### src/rtl/time_nmr_pkg.sv
// Shared types and helpers for the time-redundant pipeline end stage.
package time_nmr_pkg;

  typedef enum logic {
    StCollect,
    StOutput
  } nmr_state_e;

  function automatic int majority_threshold(int r);
    return (r + 1) / 2;
  endfunction

  function automatic bit redundancy_legal(int r);
    return (r == 3) || (r == 5);
  endfunction

  function automatic bit lock_timeout_legal(int t);
    return t >= 1;
  endfunction

endpackage

### src/rtl/time_nmr_voter.sv
// Combinational N-way majority voter over {id, data} tuples with a per-entry valid mask.
module time_nmr_voter
  import time_nmr_pkg::*;
#(
  parameter int unsigned Redundancy = 3,
  parameter int unsigned TupleWidth = 13
) (
  input  logic [Redundancy-1:0][TupleWidth-1:0] tuples_i,
  input  logic [Redundancy-1:0]                 valid_i,
  output logic [TupleWidth-1:0]                 tuple_o,
  output logic                                  majority_o,
  output logic                                  unanimous_o
);

  localparam int unsigned CntW   = $clog2(Redundancy + 1);
  localparam int unsigned Thresh = majority_threshold(Redundancy);

  logic [CntW-1:0] w_cnt;
  logic [CntW-1:0] w_best_cnt;
  logic [CntW-1:0] w_valid_cnt;

  always_comb begin
    tuple_o     = '0;
    w_cnt       = '0;
    w_best_cnt  = '0;
    w_valid_cnt = '0;
    for (int i = 0; i < Redundancy; i++) begin
      w_cnt = '0;
      if (valid_i[i]) begin
        w_valid_cnt = w_valid_cnt + 1'b1;
        for (int j = 0; j < Redundancy; j++) begin
          if (valid_i[j] && (tuples_i[j] == tuples_i[i])) begin
            w_cnt = w_cnt + 1'b1;
          end
        end
        if (w_cnt > w_best_cnt) begin
          w_best_cnt = w_cnt;
          tuple_o    = tuples_i[i];
        end
      end
    end
    majority_o  = (w_best_cnt >= CntW'(Thresh));
    unanimous_o = (w_valid_cnt != '0) && (w_best_cnt == w_valid_cnt);
  end

endmodule

### src/rtl/time_nmr_end.sv
// Output stage of a time-redundant pipeline: buffers Redundancy copies, votes, emits one result.
// Optional macro TIME_NMR_EARLY_VALID_EN emits as soon as a majority is reached.
module time_nmr_end
  import time_nmr_pkg::*;
#(
  parameter int unsigned DataWidth   = 8,
  parameter int unsigned IDSize      = 5,
  parameter int unsigned Redundancy  = 3,
  parameter int unsigned LockTimeout = 60
) (
  input  logic                 clk_i,
  input  logic                 rst_i,
  input  logic                 enable_i,
  input  logic [DataWidth-1:0] data_i,
  input  logic [IDSize-1:0]    id_i,
  input  logic                 valid_i,
  output logic                 ready_o,
  output logic [DataWidth-1:0] data_o,
  output logic                 valid_o,
  input  logic                 ready_i,
  output logic                 lock_o,
  output logic                 fault_detected_o,
  output logic                 timeout_o
);

  localparam int unsigned TupleW = IDSize + DataWidth;
  localparam int unsigned CntW   = $clog2(Redundancy + 1);
  localparam int unsigned TmoW   = $clog2(LockTimeout + 1);

  if (!redundancy_legal(Redundancy)) begin : g_bad_redundancy
    $error("time_nmr_end: Redundancy must be 3 or 5");
  end
  if (!lock_timeout_legal(LockTimeout)) begin : g_bad_timeout
    $error("time_nmr_end: LockTimeout must be at least 1");
  end

  nmr_state_e                         r_state;
  logic [CntW-1:0]                    r_count;
  logic [Redundancy-1:0][TupleW-1:0]  r_buf;
  logic [IDSize-1:0]                  r_last_id;
  logic                               r_last_vld;
  logic [DataWidth-1:0]               r_data_o;
  logic                               r_fault;
  logic                               r_timeout;
  logic [TmoW-1:0]                    r_tmo_cnt;

  logic                               w_dup;
  logic                               w_lock;
  logic [CntW-1:0]                    w_cnt_next;
  logic [Redundancy-1:0][TupleW-1:0]  w_buf_next;
  logic [Redundancy-1:0]              w_mask_next;
  logic [TupleW-1:0]                  w_win;
  logic                               w_majority;
  logic                               w_unanimous;
  logic                               w_complete;

  assign w_dup      = r_last_vld && (id_i == r_last_id);
  assign w_lock     = (r_state == StCollect) && (r_count != '0);
  assign w_cnt_next = r_count + 1'b1;

  // Vote on the buffer as it will look once the incoming copy is stored.
  always_comb begin
    w_buf_next  = r_buf;
    w_mask_next = '0;
    if (r_count < CntW'(Redundancy)) begin
      w_buf_next[r_count] = {id_i, data_i};
    end
    for (int i = 0; i < Redundancy; i++) begin
      w_mask_next[i] = (CntW'(i) < w_cnt_next);
    end
  end

  time_nmr_voter #(
    .Redundancy (Redundancy),
    .TupleWidth (TupleW)
  ) u_voter (
    .tuples_i    (w_buf_next),
    .valid_i     (w_mask_next),
    .tuple_o     (w_win),
    .majority_o  (w_majority),
    .unanimous_o (w_unanimous)
  );

`ifdef TIME_NMR_EARLY_VALID_EN
  assign w_complete = w_majority || (w_cnt_next == CntW'(Redundancy));
`else
  assign w_complete = (w_cnt_next == CntW'(Redundancy));
`endif

  always_ff @(posedge clk_i) begin
    if (rst_i || !enable_i) begin
      r_state    <= StCollect;
      r_count    <= '0;
      r_buf      <= '0;
      r_last_id  <= '0;
      r_last_vld <= 1'b0;
      r_data_o   <= '0;
      r_fault    <= 1'b0;
      r_timeout  <= 1'b0;
      r_tmo_cnt  <= '0;
    end else begin
      r_fault   <= 1'b0;
      r_timeout <= 1'b0;
      unique case (r_state)
        StOutput: begin
          r_tmo_cnt <= '0;
          if (ready_i) begin
            r_state <= StCollect;
            r_count <= '0;
          end
        end
        StCollect: begin
          if (valid_i) begin
            r_tmo_cnt <= '0;
            if (!w_dup) begin
              if (!w_complete) begin
                r_buf   <= w_buf_next;
                r_count <= w_cnt_next;
              end else if (w_majority) begin
                r_buf      <= w_buf_next;
                r_count    <= w_cnt_next;
                r_state    <= StOutput;
                r_data_o   <= w_win[DataWidth-1:0];
                r_last_id  <= w_win[TupleW-1:DataWidth];
                r_last_vld <= 1'b1;
                r_fault    <= !w_unanimous;
              end else begin
                r_count <= '0;
                r_fault <= 1'b1;
              end
            end
          end else if (w_lock) begin
            if (r_tmo_cnt == TmoW'(LockTimeout - 1)) begin
              r_count   <= '0;
              r_tmo_cnt <= '0;
              r_fault   <= 1'b1;
              r_timeout <= 1'b1;
            end else begin
              r_tmo_cnt <= r_tmo_cnt + 1'b1;
            end
          end else begin
            r_tmo_cnt <= '0;
          end
        end
        default: ;
      endcase
    end
  end

  always_comb begin
    if (enable_i) begin
      data_o           = r_data_o;
      valid_o          = (r_state == StOutput);
      ready_o          = !rst_i && (r_state == StCollect);
      lock_o           = w_lock;
      fault_detected_o = r_fault;
      timeout_o        = r_timeout;
    end else begin
      data_o           = data_i;
      valid_o          = valid_i;
      ready_o          = ready_i;
      lock_o           = 1'b0;
      fault_detected_o = 1'b0;
      timeout_o        = 1'b0;
    end
  end

endmodule

### config.mk
export PLATFORM = sky130hd
export DESIGN_NAME = time_nmr_end
export DESIGN_NICKNAME = d
export VERILOG_FILES = /design/src/rtl/time_nmr_pkg.sv /design/src/rtl/time_nmr_voter.sv /design/src/rtl/time_nmr_end.sv
export SDC_FILE = /design/constraint.sdc
export NUM_CORES = 1
export LEC_CHECK = 0
export BUFFER_PORTS_ARGS = -buffer_cell sky130_fd_sc_hd__buf_2
export CAP_MARGIN = 20
export CORE_ASPECT_RATIO = 2
export CORE_MARGIN = 3
export CORE_UTILIZATION = 45
export CTS_CLUSTER_DIAMETER = 200
export DETAILED_ROUTE_END_ITERATION = 10
export SLEW_MARGIN = 30
export SYNTH_ARGS = -nofsm -noshare
export SYNTH_HDL_FRONTEND = slang
export SYNTH_HIERARCHICAL = 1
export SYNTH_SLANG_ARGS = --single-unit
### constraint.sdc
create_clock -name clk_i -period 16.9 [get_ports clk_i]
set_input_delay 0.845 -clock clk_i [delete_from_list [all_inputs] [get_ports clk_i]]
set_output_delay 0.845 -clock clk_i [all_outputs]
set_load 0.02 [all_outputs]
==> results of run 1 <==
==> through the flow <==
stage | worst slack, ns | std cells | utilization, %
floorplan | 11.58 | 480 | -
global placement | 11.06 | 593 | 48.6
detailed placement | 10.99 | 593 | 48.6
CTS | 10.95 | 609 | 52.1
global route | 10.52 | 609 | 52.1
finish | 10.94 | 609 | 52.1
==> layout make-up <==
cell class / instances / area share (%)
Clock buffer: 14 / 5.97
Clock inverter: 2 / 0.736
Inverter: 10 / 0.788
Multi-Input combinational cell: 380 / 58.7
Sequential cell: 64 / 26.9
Tap cell: 102 / 2.68
Timing Repair Buffer: 37 / 4.26
==> synth_stat cells (8+ instances only) <==
cell      instances  area (um^2)
buf_2             8         40.0
a31oi_1          13         81.3
xnor2_1          24          210
mux2_2           49          552
nor2_1           67          251
nand3_1          30          150
mux2i_1          39          390
dfxtp_1          64         1280
xor2_1           24          210
ha_1             18          225
o21ai_0          15         75.1
clkbuf_1          8         30.0
nand2_1          38          143
inv_1            10         37.5
==> placed cells by master, fill, tap and decap left out, types with 7 or more instances in the layout <==
cell type and count:
nor2_1 67, dfxtp_1 64, nand2_1 38, a31oi_1 13, nand4_1 7, inv_1 10
clkbuf_16 9, buf_4 7, ha_1 18, xnor2_1 24, mux2_2 49, buf_2 30
o21ai_0 15, xor2_1 24, nand3_1 30, mux2i_1 39
==> state kept, by name (all words and copies together), names as in the netlist <==
register and cells:
r_buf 39, r_count 2, r_data_o 8, r_fault 1
r_last_id 5, r_last_vld 1, r_state 1, r_timeout 1
r_tmo_cnt 6
==> report_power, final <==
| group | internal, mW | switching, mW | total, mW |
|---|---|---|---|
| Combinational | 0.0206 | 0.0297 | 0.0503 |
| Clock | 0.130 | 0.0660 | 0.196 |
| Sequential | 0.153 | 0.000823 | 0.153 |
==> critical path, delay by kind of cell, from the launching register on <==
kind | cells | cell delay [ns]
compound gates | 6 | 1.27
xor+xnor | 1 | 0.18
fa+ha+maj | 4 | 0.97
buf+inv | 1 | 0.10
flops | 1 | 0.37
mux | 1 | 0.46
simple gates | 10 | 2.56
==> metal layers <==
layer  global-route usage (%)  share of wire [%]  vias up
met4                     11.9                3.3        0
met2                     41.1                 56       85
met5                        0                  0        -
met3                     4.48                3.6       26
li1                         -                  -     1726
met1                     23.2                 37     1685
==> worst max-delay path by stage <==
stage | startpoint | to | slack [ns] | cells past startpoint
6_report | r_count[1]$_SDFFE_PP0P_ | r_fault$_SDFF_PP0_ | 10.94 | 23
3_3_place_gp | r_count[0]$_SDFFE_PP0P_ | r_fault$_SDFF_PP0_ | 11.06 | 25
2_1_floorplan | r_count[0]$_SDFFE_PP0P_ | r_fault$_SDFF_PP0_ | 11.58 | 24
3_5_place_dp | r_count[1]$_SDFFE_PP0P_ | r_fault$_SDFF_PP0_ | 10.99 | 23
4_1_cts | r_count[1]$_SDFFE_PP0P_ | r_fault$_SDFF_PP0_ | 10.95 | 23
5_1_grt | r_count[1]$_SDFFE_PP0P_ | r_fault$_SDFF_PP0_ | 10.52 | 23
==> kinds of logic (layout without fill, tap and decap cells) <==
group | Yosys count | count (layout) | share of synthesized area (%)
AO/OA/AOI/OAI | 50 | 50 | 8.18
XOR/XNOR | 48 | 48 | 9.86
adder cells (fa/ha/maj) | 18 | 18 | 5.28
buffers and inverters | 36 | 63 | 4.81
flip-flops | 64 | 64 | 30.0
multiplexers | 88 | 88 | 22.1
AND/OR/NAND/NOR | 176 | 176 | 19.7
==> run summary, run 1 <==
Syn_nets: 516
Starting Density: 46.7%
CP peak stage delay: 0.66 ns
Startpoint of the worst hold path: r_tmo_cnt[0]$_SDFF_PP0_
Design area: 4760 um^2
Synth Flop Type: dfxtp_1
Synthesized area: 4270 um^2
Req. time, crit path: 17.17 ns
Max-slew violations: 0
Setup CP Type: flop to flop
Area of the multi-input gates: 2790 um^2
Reg2reg setup slack: 10.94 ns
I/O pin total: 31
DRC Markers: 0
Worst reg2reg path endpoint: r_fault$_SDFF_PP0_
Largest fanout on the critical path: 13
Cts bufs inserted: 9
Ant. Diodes: 0
Global Route Usage Sum: 22.6%
Final nets: 538
Mean post-synth cell area: 8.89 um^2
Die height: 144 um
Postcts setup bufs: 0
DRT iter0 DRCs: 183
First-pass GRT wire length: 18.2 mm
Status: complete, no violations
# clock sinks: 64
Setup TNS: 0 ns
Crit-path most repeated cell: ha_1
Post-CTS Resized: 0
Clk slew on worst S/H paths: 0.05 ns
GP Congestion: 0.924
Final cycle utilization of the critical path: 35.3%
Power Total: 0.400 mW
H-tree levels: 3
Yosys reg bits: 64
ANT nets after route: 0
Worst skew pair latency: 0.33 ns
Post-synthesis cell type count: 43
Longest Clk Path Bufs: 2
Hold path depth: 1
Vias in the first global route: 3622
Critical path, cell by cell: inv_1 > ha_1 > nor2b_2 > mux2_2 > xor2_1 > nor4_1 > nand4_1 > nor4_1 > nand2_1 > ha_1 > nand2b_1 > ha_1 > o21ba_4 > o31a_1 > or2_2 > ha_1 > nand2b_1 > o211a_1 > o31ai_4 > nor3_1 > or3_1 > a21oi_1 > a41o_1
Post-cts hold buffer count: 0
CP Capture Type: flop
Core Area: 9140 um^2
Routed length per instance: 18.7 um
Port Buffers: 30
Post-Synthesis Cells: 480
Max cap viols: 0
Area grow syn2layout: 11.6%
Via-to-Cell Ratio: 5.78
FF/Latch Area: 1280 um^2
Slowest CP cell: nor2b_2
Total routed wirelength: 11.4 mm
PD cells: 83.9 nW/um^2
Fillers: 861
Clk root buf: clkbuf_16
Ys Warns: 6
EDFF count, synth: 0
DIE AREA: 10800 um^2
Initial antenna violation count: 0
Chip Width: 74.8 um
Hold path endpoint: r_tmo_cnt[0]$_SDFF_PP0_
TritonRoute pass-1 iters: 4
Worst Path Arrival: 6.23 ns
Fraction of layout instances using a drive strength above 1: 22.5%
Cells on worst reg2reg path: 23
Slew margin rel.: 46.6%
Peak supply drop: 72.7 uV
Clock Skew: 0.00620 ns
Fmax: 168 MHz
Fin. Hold Viols: 0
# setup viols final: 0
RSZ-0062 raised after global routing: false
Seq/Total Area, Yosys: 30.0%
Hold Slack: 0.447 ns
Site Rows: 49
Vias: 3522
TritonCTS clock tree: built
Largest net degree at the start of global routing: 44
Slew @ Worst Pin: 0.797 ns
R2R Path Start: r_count[1]$_SDFFE_PP0P_
Hpwl dp: 8.09 mm
Asr flop ratio synth: 0%
Final min period: 5.96 ns
Worst min path class: flop to flop
Leakage: 2.04 nW
CP Launch Type: flop
Global route overflow: 0
Dpl cell area: 4440 um^2
Note: power is estimated with default switching activity, not from simulation.
==> run 2, diff against run 1 <==
==> constraint.sdc (replaced) <==
create_clock -name clk_i -period 5.3 [get_ports clk_i]
set_input_delay 0.265 -clock clk_i [delete_from_list [all_inputs] [get_ports clk_i]]
set_output_delay 0.265 -clock clk_i [all_outputs]
set_load 0.02 [all_outputs]
==> run 2 against run 1 <==
  * The flow now finishes with violations (setup timing)
  * Sequential share of layout area is 4.9 points lower
  * Final cell count is 13% higher
  * Cell area is 23% higher
  * Clock power grew to 2.9 times the previous value
  * Via count is 13% higher
  * Combinational power grew to 4.4 times the previous value
  * Worst setup slack worse by 11 ns
  * Clock skew is 0.0025 ns higher
  * First-iteration DRC count is 13% higher
  * Power grew to 3.2 times the previous value
  * Critical endpoint unchanged
  * Largest power group unchanged
==> run summary, run 2 (synthesized netlist as in run 1, its figures left out) <==
First-pass GRT wire length: 20.5 mm
TritonCTS clock tree: built
Commonest non-fill, non-tap cell in the layout: buf_4
Routed length per instance: 20.4 um
# clock sinks: 64
Chip Width: 74.8 um
Total routed wirelength: 14.0 mm
DRT iter0 DRCs: 206
Most frequent cells in the layout: buf_4, dfxtp_1, nor2_1
Slew margin rel.: 43.5%
Worst reg2reg path endpoint: r_fault$_SDFF_PP0_
Setup CP Type: flop to flop
Final nets: 616
Worst Path Arrival: 5.78 ns
Req. time, crit path: 5.58 ns
Fraction of layout instances using a drive strength above 1: 40.0%
Power Total: 1.29 mW
ANT nets after route: 0
Post-route worst setup slack: -0.197 ns
Core Area: 9140 um^2
DRC Markers: 0
Largest net degree at the start of global routing: 44
Non-filler cells, final: 687
Design area: 5850 um^2
Hold Slack: 0.243 ns
Worst setup path endpoint: r_fault$_SDFF_PP0_
Leakage: 2.58 nW
Largest reg by FF count: r_buf
Max cap viols: 0
Highest metal used: met4
Max-slew violations: 0
Largest regs: r_buf x39, r_data_o x8, r_tmo_cnt x6
Largest fanout on the critical path: 5
Fillers: 746
Worst skew pair latency: 0.35 ns
Hpwl dp: 9.44 mm
Worst slack, placed: -0.283 ns
R2R Path Start: r_count[1]$_SDFFE_PP0P_
Setup TNS: -0.559 ns
Starting Density: 46.7%
Slew @ Worst Pin: 0.846 ns
TritonRoute pass-1 iters: 4
Die height: 144 um
Fmax: 182 MHz
Clk slew on worst S/H paths: 0.06 ns
Final cycle utilization of the critical path: 104%
Port Buffers: 30
Cts bufs inserted: 9
Global Route Usage Sum: 25.7%
Failing checks: setup timing
Wl on met1: 4.65 mm
Post-cts hold buffer count: 0
Ant. Diodes: 0
Final min period: 5.50 ns
Dpl cell area: 4940 um^2
H-tree levels: 3
# setup viols final: 8
Via-to-Cell Ratio: 5.78
I/O pin total: 31
Fin. Hold Viols: 0
Vias: 3973
Met2 wire length: 7.35 mm
Final core utilization: 64.0%
Reg2reg setup slack: -0.20 ns
CP Launch Type: flop
Initial antenna violation count: 0
Cells on worst reg2reg path: 27
Global route overflow: 0
RSZ-0062 raised after global routing: true
DIE AREA: 10800 um^2
Status: complete, but fails checks
Peak supply drop: 189 uV
Area grow syn2layout: 37.1%
Worst min path class: input pin to flop
Longest Clk Path Bufs: 2
Clock Skew: 0.00871 ns
CP Capture Type: flop
Site Rows: 49
GP Congestion: 0.902
Worst Setup SP: r_count[1]$_SDFFE_PP0P_
Clk root buf: clkbuf_16
Met3 Wirelength: 623 um
PD cells: 221 nW/um^2
Vias in the first global route: 4029
DP Cell Count: 653
Max reg flops: 39
[run 2: worst min path at each step]
stage,from,to,slack [ns],cells past startpoint
2_1_floorplan,r_tmo_cnt[0]$_SDFF_PP0_,r_tmo_cnt[0]$_SDFF_PP0_,0.42,1
3_3_place_gp,r_tmo_cnt[0]$_SDFF_PP0_,r_tmo_cnt[0]$_SDFF_PP0_,0.44,1
3_5_place_dp,r_tmo_cnt[0]$_SDFF_PP0_,r_tmo_cnt[0]$_SDFF_PP0_,0.44,1
4_1_cts,ready_i,r_state$_SDFF_PP0_,0.24,3
5_1_grt,ready_i,r_state$_SDFF_PP0_,0.26,3
6_report,ready_i,r_state$_SDFF_PP0_,0.24,3
[run 2: routing by layer]
metal	vias up	track usage (%)
met1	1882	24.4
li1	1883	-
met4	0	25.6
met5	-	0
met3	74	4.13
met2	134	43.7
[run 2: report_power, final]
part	switching [mW]	internal, mW	total [mW]
logic	0.120	0.104	0.223
clock network	0.243	0.335	0.578
registers	0.00329	0.485	0.488
total	0.366	0.924	1.29
[run 2: final cells by class]
class | count | area [um^2] | area share [%]
Sequential cell | 64 | 1290 | 22.0
Tap cell | 102 | 128 | 2.18
Multi-Input combinational cell | 380 | 3160 | 54.0
Clock inverter | 6 | 50.0 | 0.856
Inverter | 10 | 40.0 | 0.684
Clock buffer | 10 | 239 | 4.09
Timing Repair Buffer | 115 | 947 | 16.2
[run 2: worst max-delay path, stage by stage (launching register included)]
cell and delay, ns:
dfxtp_4 0.39, inv_2 0.05, buf_4 0.13, ha_4 0.15
nor2b_4 0.13, buf_6 0.13, mux2_4 0.33, buf_4 0.15
xor2_1 0.14, nor4_1 0.30, nand4_1 0.14, nor4_1 0.32
buf_4 0.17, nand2_1 0.08, ha_4 0.17, nand2b_4 0.15
ha_4 0.26, o21ba_4 0.22, o31a_1 0.30, or2_4 0.25
ha_4 0.27, nand2b_4 0.06, o211a_1 0.15, o31ai_4 0.23
nor3_2 0.08, or3_1 0.36, a21oi_2 0.14, a41o_1 0.19
[run 2: repair_timing]
action | in CTS | in global routing
endpoints found under the hold margin | 0 | 0
buffers inserted | 9 | 9
setup endpoints to repair | 12 | 11
pin swaps | 20 | 17
cloned | 0 | 3
gates resized for setup | 47 | 55
